[src/rtl/piso_shift_register.sv]
// rtl/piso_shift_register.sv - parallel-in serial-out shifter with optional sign extension
module piso_shift_register #(
  parameter int x   = 8,
  parameter int EXT = 4
) (
  input  logic         clk,
  input  logic         rst,
  input  logic         load_valid,
  output logic         load_ready,
  input  logic [x-1:0] load_data,
  input  logic         extend,
  input  logic         shift_en,
  output logic         shift_out,
  output logic         out_valid,
  output logic         last
);

  // Counter covers whichever phase is longer, so it never wraps inside a frame.
  localparam int MAXN = (x > EXT) ? x : EXT;
  localparam int CW   = (MAXN > 1) ? $clog2(MAXN) : 1;

  localparam logic [CW-1:0] DATA_LAST = CW'(x - 1);
  localparam logic [CW-1:0] EXT_LAST  = CW'(EXT - 1);

  localparam logic [1:0] IDLE   = 2'd0;
  localparam logic [1:0] SHIFT  = 2'd1;
  localparam logic [1:0] EXTEND = 2'd2;

  logic [1:0]    state;
  logic [x-1:0]  data_q;
  logic [CW-1:0] cnt;
  logic          ext_q;
  logic          msb_q;

  // Frame sequencing: capture on load, walk data bits, then optional extension bits.
  always_ff @(posedge clk or negedge rst) begin
    if (!rst) begin
      state  <= IDLE;
      data_q <= '0;
      cnt    <= '0;
      ext_q  <= 1'b0;
      msb_q  <= 1'b0;
    end else begin
      case (state)
        IDLE: begin
          if (load_valid) begin
            data_q <= load_data;
            ext_q  <= extend;
            msb_q  <= load_data[x-1];
            cnt    <= '0;
            state  <= SHIFT;
          end
        end
        SHIFT: begin
          if (shift_en) begin
            if (cnt == DATA_LAST) begin
              cnt   <= '0;
              state <= ext_q ? EXTEND : IDLE;
            end else begin
              data_q <= {1'b0, data_q[x-1:1]};
              cnt    <= cnt + CW'(1);
            end
          end
        end
        EXTEND: begin
          if (shift_en) begin
            if (cnt == EXT_LAST) begin
              cnt   <= '0;
              state <= IDLE;
            end else begin
              cnt <= cnt + CW'(1);
            end
          end
        end
        default: state <= IDLE;
      endcase
    end
  end

  // Outputs decoded from state; IDLE forces the serial bit low.
  always_comb begin
    load_ready = 1'b0;
    out_valid  = 1'b0;
    shift_out  = 1'b0;
    last       = 1'b0;
    case (state)
      SHIFT: begin
        out_valid = 1'b1;
        shift_out = data_q[0];
        last      = (cnt == DATA_LAST) && !ext_q;
      end
      EXTEND: begin
        out_valid = 1'b1;
        shift_out = msb_q;
        last      = (cnt == EXT_LAST);
      end
      default: load_ready = 1'b1;
    endcase
  end

endmodule

[config.mk]
export PLATFORM = sky130hd
export DESIGN_NAME = piso_shift_register
export DESIGN_NICKNAME = d
export VERILOG_FILES = /design/src/rtl/piso_shift_register.sv
export SDC_FILE = /design/constraint.sdc
export NUM_CORES = 1
export LEC_CHECK = 0
export CAP_MARGIN = 5
export CORE_MARGIN = 2
export CORE_UTILIZATION = 35
export CTS_CLUSTER_SIZE = 28
export DETAILED_ROUTE_END_ITERATION = 6
export DONT_BUFFER_PORTS = 1
export SLEW_MARGIN = 20
export SYNTH_ARGS = -nofsm -noshare
export SYNTH_HDL_FRONTEND = slang
export SYNTH_SLANG_ARGS = --single-unit
export TNS_END_PERCENT = 100
[constraint.sdc]
create_clock -name clk -period 2.1 [get_ports clk]
set_input_delay 0.315 -clock clk [delete_from_list [all_inputs] [get_ports clk]]
set_output_delay 0.315 -clock clk [all_outputs]
set_load 0.02 [all_outputs]
==> metrics.md <==
| Metric | Value |
|---|---|
| Cell area after technology mapping | 970 µm² |
| Area growth from synthesis to layout | 11.7% |
| Grt total ovfl | 0 |
| Critical-path cell list | inv_1, ha_1, inv_1, a21oi_1, buf_4 |
| Post-synth cell types | 28 |
| Fraction of registers with async set/reset | 1.00 |
| Clock buffer depth | 2 |
| Wire length of the first global-routing pass | 3.05 mm |
| CP most frequent cell | sky130_fd_sc_hd__inv_1 |
| Commonest cells after routing, fill and taps aside | sky130_fd_sc_hd__mux2_2, sky130_fd_sc_hd__dfrtp_1, sky130_fd_sc_hd__ha_1 |
| Type of the worst setup path | reg2out |
| Die area | roughly 0.0032 mm² |
| Detailed Route Iter0 Violations | 10 |
| Total of warnings raised by yosys | 0 |
| Count of vias placed by the detailed router | 652 |
| Gate power share | 0.577 |
| Slew @ Worst Pin | 0.709 ns |
| Element type at the critical path start | flop |
| Leakage power | 0.480 nW |
| Detailed-route wire length per cell | 14.7 µm |
| Instance count along the most critical hold path | 1 |
| Highest fanout seen on the critical path | 5 |
| Max IR drop VDD | 0.682 mV |
| Wire length after detailed routing | 1.80 mm |
| FF-to-FF path depth | 6 |
| Clock slew at reported path FFs | approximately 0.090 ns |
| Number of synthesized register bits | 15 |
| Minimum hold slack | 0.179 ns |
| Setup Total Neg Slack | 0 ns |
| Core outline area | 0.00269 mm² |
| Final critical-path required period | 1.98 ns |
| Final Hold Vio Count | 0 |
| Routability cong. | 0.726 |
| Critical path launch point | state[1]$_DFFE_PN0P_ |
| Worst flop-to-flop path endpoint | data_q[4]$_DFFE_PN0P_ |
| Cell types with the largest area share after synthesis | sky130_fd_sc_hd__dfrtp_1, sky130_fd_sc_hd__mux2_2, sky130_fd_sc_hd__ha_1, sky130_fd_sc_hd__nand2b_1, sky130_fd_sc_hd__inv_1 |
| Root Driver | sky130_fd_sc_hd__clkbuf_4 |
| Syn Nets | 107 |
| Antenna violations before repair | 0 |
| Antenna Cells | 0 |
| Met1 usage | 0.155 |
| Data arrival time of the critical path | 1.66 ns |
| Initial Util | 0.361 |
| GRT met2 Usage | 0.203 |
| CP max-delay cell | sky130_fd_sc_hd__ha_1 |
| Via count of the first global-routing pass | roughly 690 |
| Most used DFF post-synth | sky130_fd_sc_hd__dfrtp_1 |
| Clock net sink count | 15 |
| Ratio of final minimum period to clock period | 0.941 |
| Worst reg2reg setup slack | approximately 0.2 ns |
| Total CTS buffers | 3 |
| Sw Pwr | about 0.00057 W |
| DPL Wire Length | 1.41 mm |
| Pin count of the biggest net entering global routing | 16 |
| Horizontal die dimension | 56.6 µm |
| Port Buffer Count | 0 |
| Syn Area/Cell | 11.5 µm² |
| Unrepaired setup endpoints after global routing | no |
| Setup Skew | around 0.0067 ns |
| Number of vias per cell | 5.30 |
| Tightest Hold Check Type | in2reg |
| Detailed-route DRC error count | 0 |
| Number of slew-limit violations in the final report | 0 |
| Biggest area consumer among synthesized cells | sky130_fd_sc_hd__dfrtp_1 |
| Number of nets in the finished design | 116 |
| Critical path capture point type | output pin |
| Fraction of power spent switching nets | 0.372 |
| Sequential cell area fraction in the yosys report | 0.387 |
| CTS HTree Levels | 1 |
| Flop pwr share | 0.317 |
| Ratio of cells with drive above 1 in the final layout | 0.359 |
| Number of instances in the synthesized netlist | 84 |
| Min-Delay Endpoint | ext_q$_DFFE_PN0P_ |
| Max cap viols | 0 |
| Max Clock Freq | roughly 510 MHz |
| Top-level I/O count | 17 |
| Clock network power share | 0.106 |
| Router iterations before antenna repair | 2 |
| Status | completed |
| Total of endpoints with negative setup slack in the final report | 0 |
| P_int | 0.000958 W |
| Antenna violation net count after detailed routing | 0 |
| Critical register-to-register path startpoint | cnt[0]$_DFFE_PN0P_ |
| Row Count | 19 |
| Worst Path Required | ~1.8 ns |
| Met3 Resource Use GR | 0.0369 |
| GRT Util Overall | 0.124 |
| Delay contributed by the slowest stage of the critical path | 0.44 ns |
| Die height | approximately 57 µm |
| Most common cell after layout, fill and taps aside | sky130_fd_sc_hd__mux2_2 |
| Fraction of post-synthesis cell area in the top cell type by area | 0.387 |
| Number of flops mapped to enable cells by yosys | 0 |
| Global routing's busiest layer | met2 |
| Worst-case headroom to the max-slew limit | 0.526 |
| Power density of the placed cells | around 1400 mW/mm² |
| Clock tree from TritonCTS | yes |
| Clock insertion delay at the later pin of the skew report | roughly 0.28 ns |
| Hold Startpoint | extend |
==> logic make-up (layout without fill, tap and decap cells) <==
kind of cell               count (synthesis)  in the layout  share of synthesized area
muxes                                     19             19                      0.221
buffers and inverters                      8             16                     0.0400
and+or+nand+nor                           21             21                      0.132
DFF                                       15             15                      0.387
AOI/OAI and AO/OA                         11             11                     0.0916
adders and majority gates                 10             10                      0.129
==> synthesized netlist by cell type, types with 3 or more instances <==
library cell                n
sky130_fd_sc_hd__nand2_1    6
sky130_fd_sc_hd__a21oi_1    3
sky130_fd_sc_hd__nand2b_1   4
sky130_fd_sc_hd__dfrtp_1   15
sky130_fd_sc_hd__inv_1      6
sky130_fd_sc_hd__mux2_2    19
sky130_fd_sc_hd__ha_1      10
==> layout make-up <==
| class | count | area [µm²] |
|---|---|---|
| fillers | 268 | 1600 |
| inverters | 6 | 22.5 |
| repair buffers | 6 | 60.1 |
| multi-input cells | 61 | 561 |
| well taps | 31 | 38.8 |
| flip-flops and latches | 15 | 375 |
| clock buffers | 4 | 26.3 |
==> critical path, delay by kind of cell (launching register included) <==
kind	cells	cell delay [ns]
buffers and inverters	3	0.41
AOI/OAI and AO/OA	1	0.14
adders and majority gates	1	0.44
DFF	1	0.40
==> registers in the layout (all words and copies together), names as in the netlist <==
name / count
ext_q: 1
data_q: 8
msb_q: 1
cnt: 3
state: 2
==> per-layer routing <==
metal / wire length, µm / part of all wire
met5: 0 / 0
met4: 8 / 0.0044
met3: 102 / 0.057
met2: 903 / 0.50
met1: 787 / 0.44
==> how the worst max path moves through the flow <==
stage | cells after the start | end
final | 5 | last
after global routing | 5 | last
after CTS | 4 | shift_out
after detailed placement | 5 | data_q[4]$_DFFE_PN0P_
after global placement | 5 | data_q[6]$_DFFE_PN0P_
after floorplan | 5 | data_q[0]$_DFFE_PN0P_
==> metrics by stage <==
step	instances	utilization	total power (W)	worst slack, ns	cell area [µm²]
finish	123	0.403	0.00153	0.125	1080
global route	123	0.403	0.00164	0.0332	1080
CTS	122	0.394	0.00148	0.0477	1060
detailed placement	117	0.381	0.00130	0.0579	1020
global placement	117	0.381	0.00128	0.113	1020
floorplan	84	-	0.00114	0.257	970
==> power groups by stage <==
stage               Combinational (W)  Sequential (W)  Clock, W
detailed placement           0.000813        0.000491         0
global placement             0.000793        0.000485         0
CTS                          0.000821        0.000485  0.000169
global route                 0.000961        0.000499  0.000179
finish                       0.000881        0.000485  0.000161
floorplan                    0.000676        0.000469         0
==> what timing repair did <==
action,CTS,global route
hold buffers,1,0
endpoints found under the setup margin,0,9
gates resized for setup,0,2
hold endpoints to repair,15,0
buffers inserted,0,1
No activity file was read; power rests on OpenSTA's default activity.
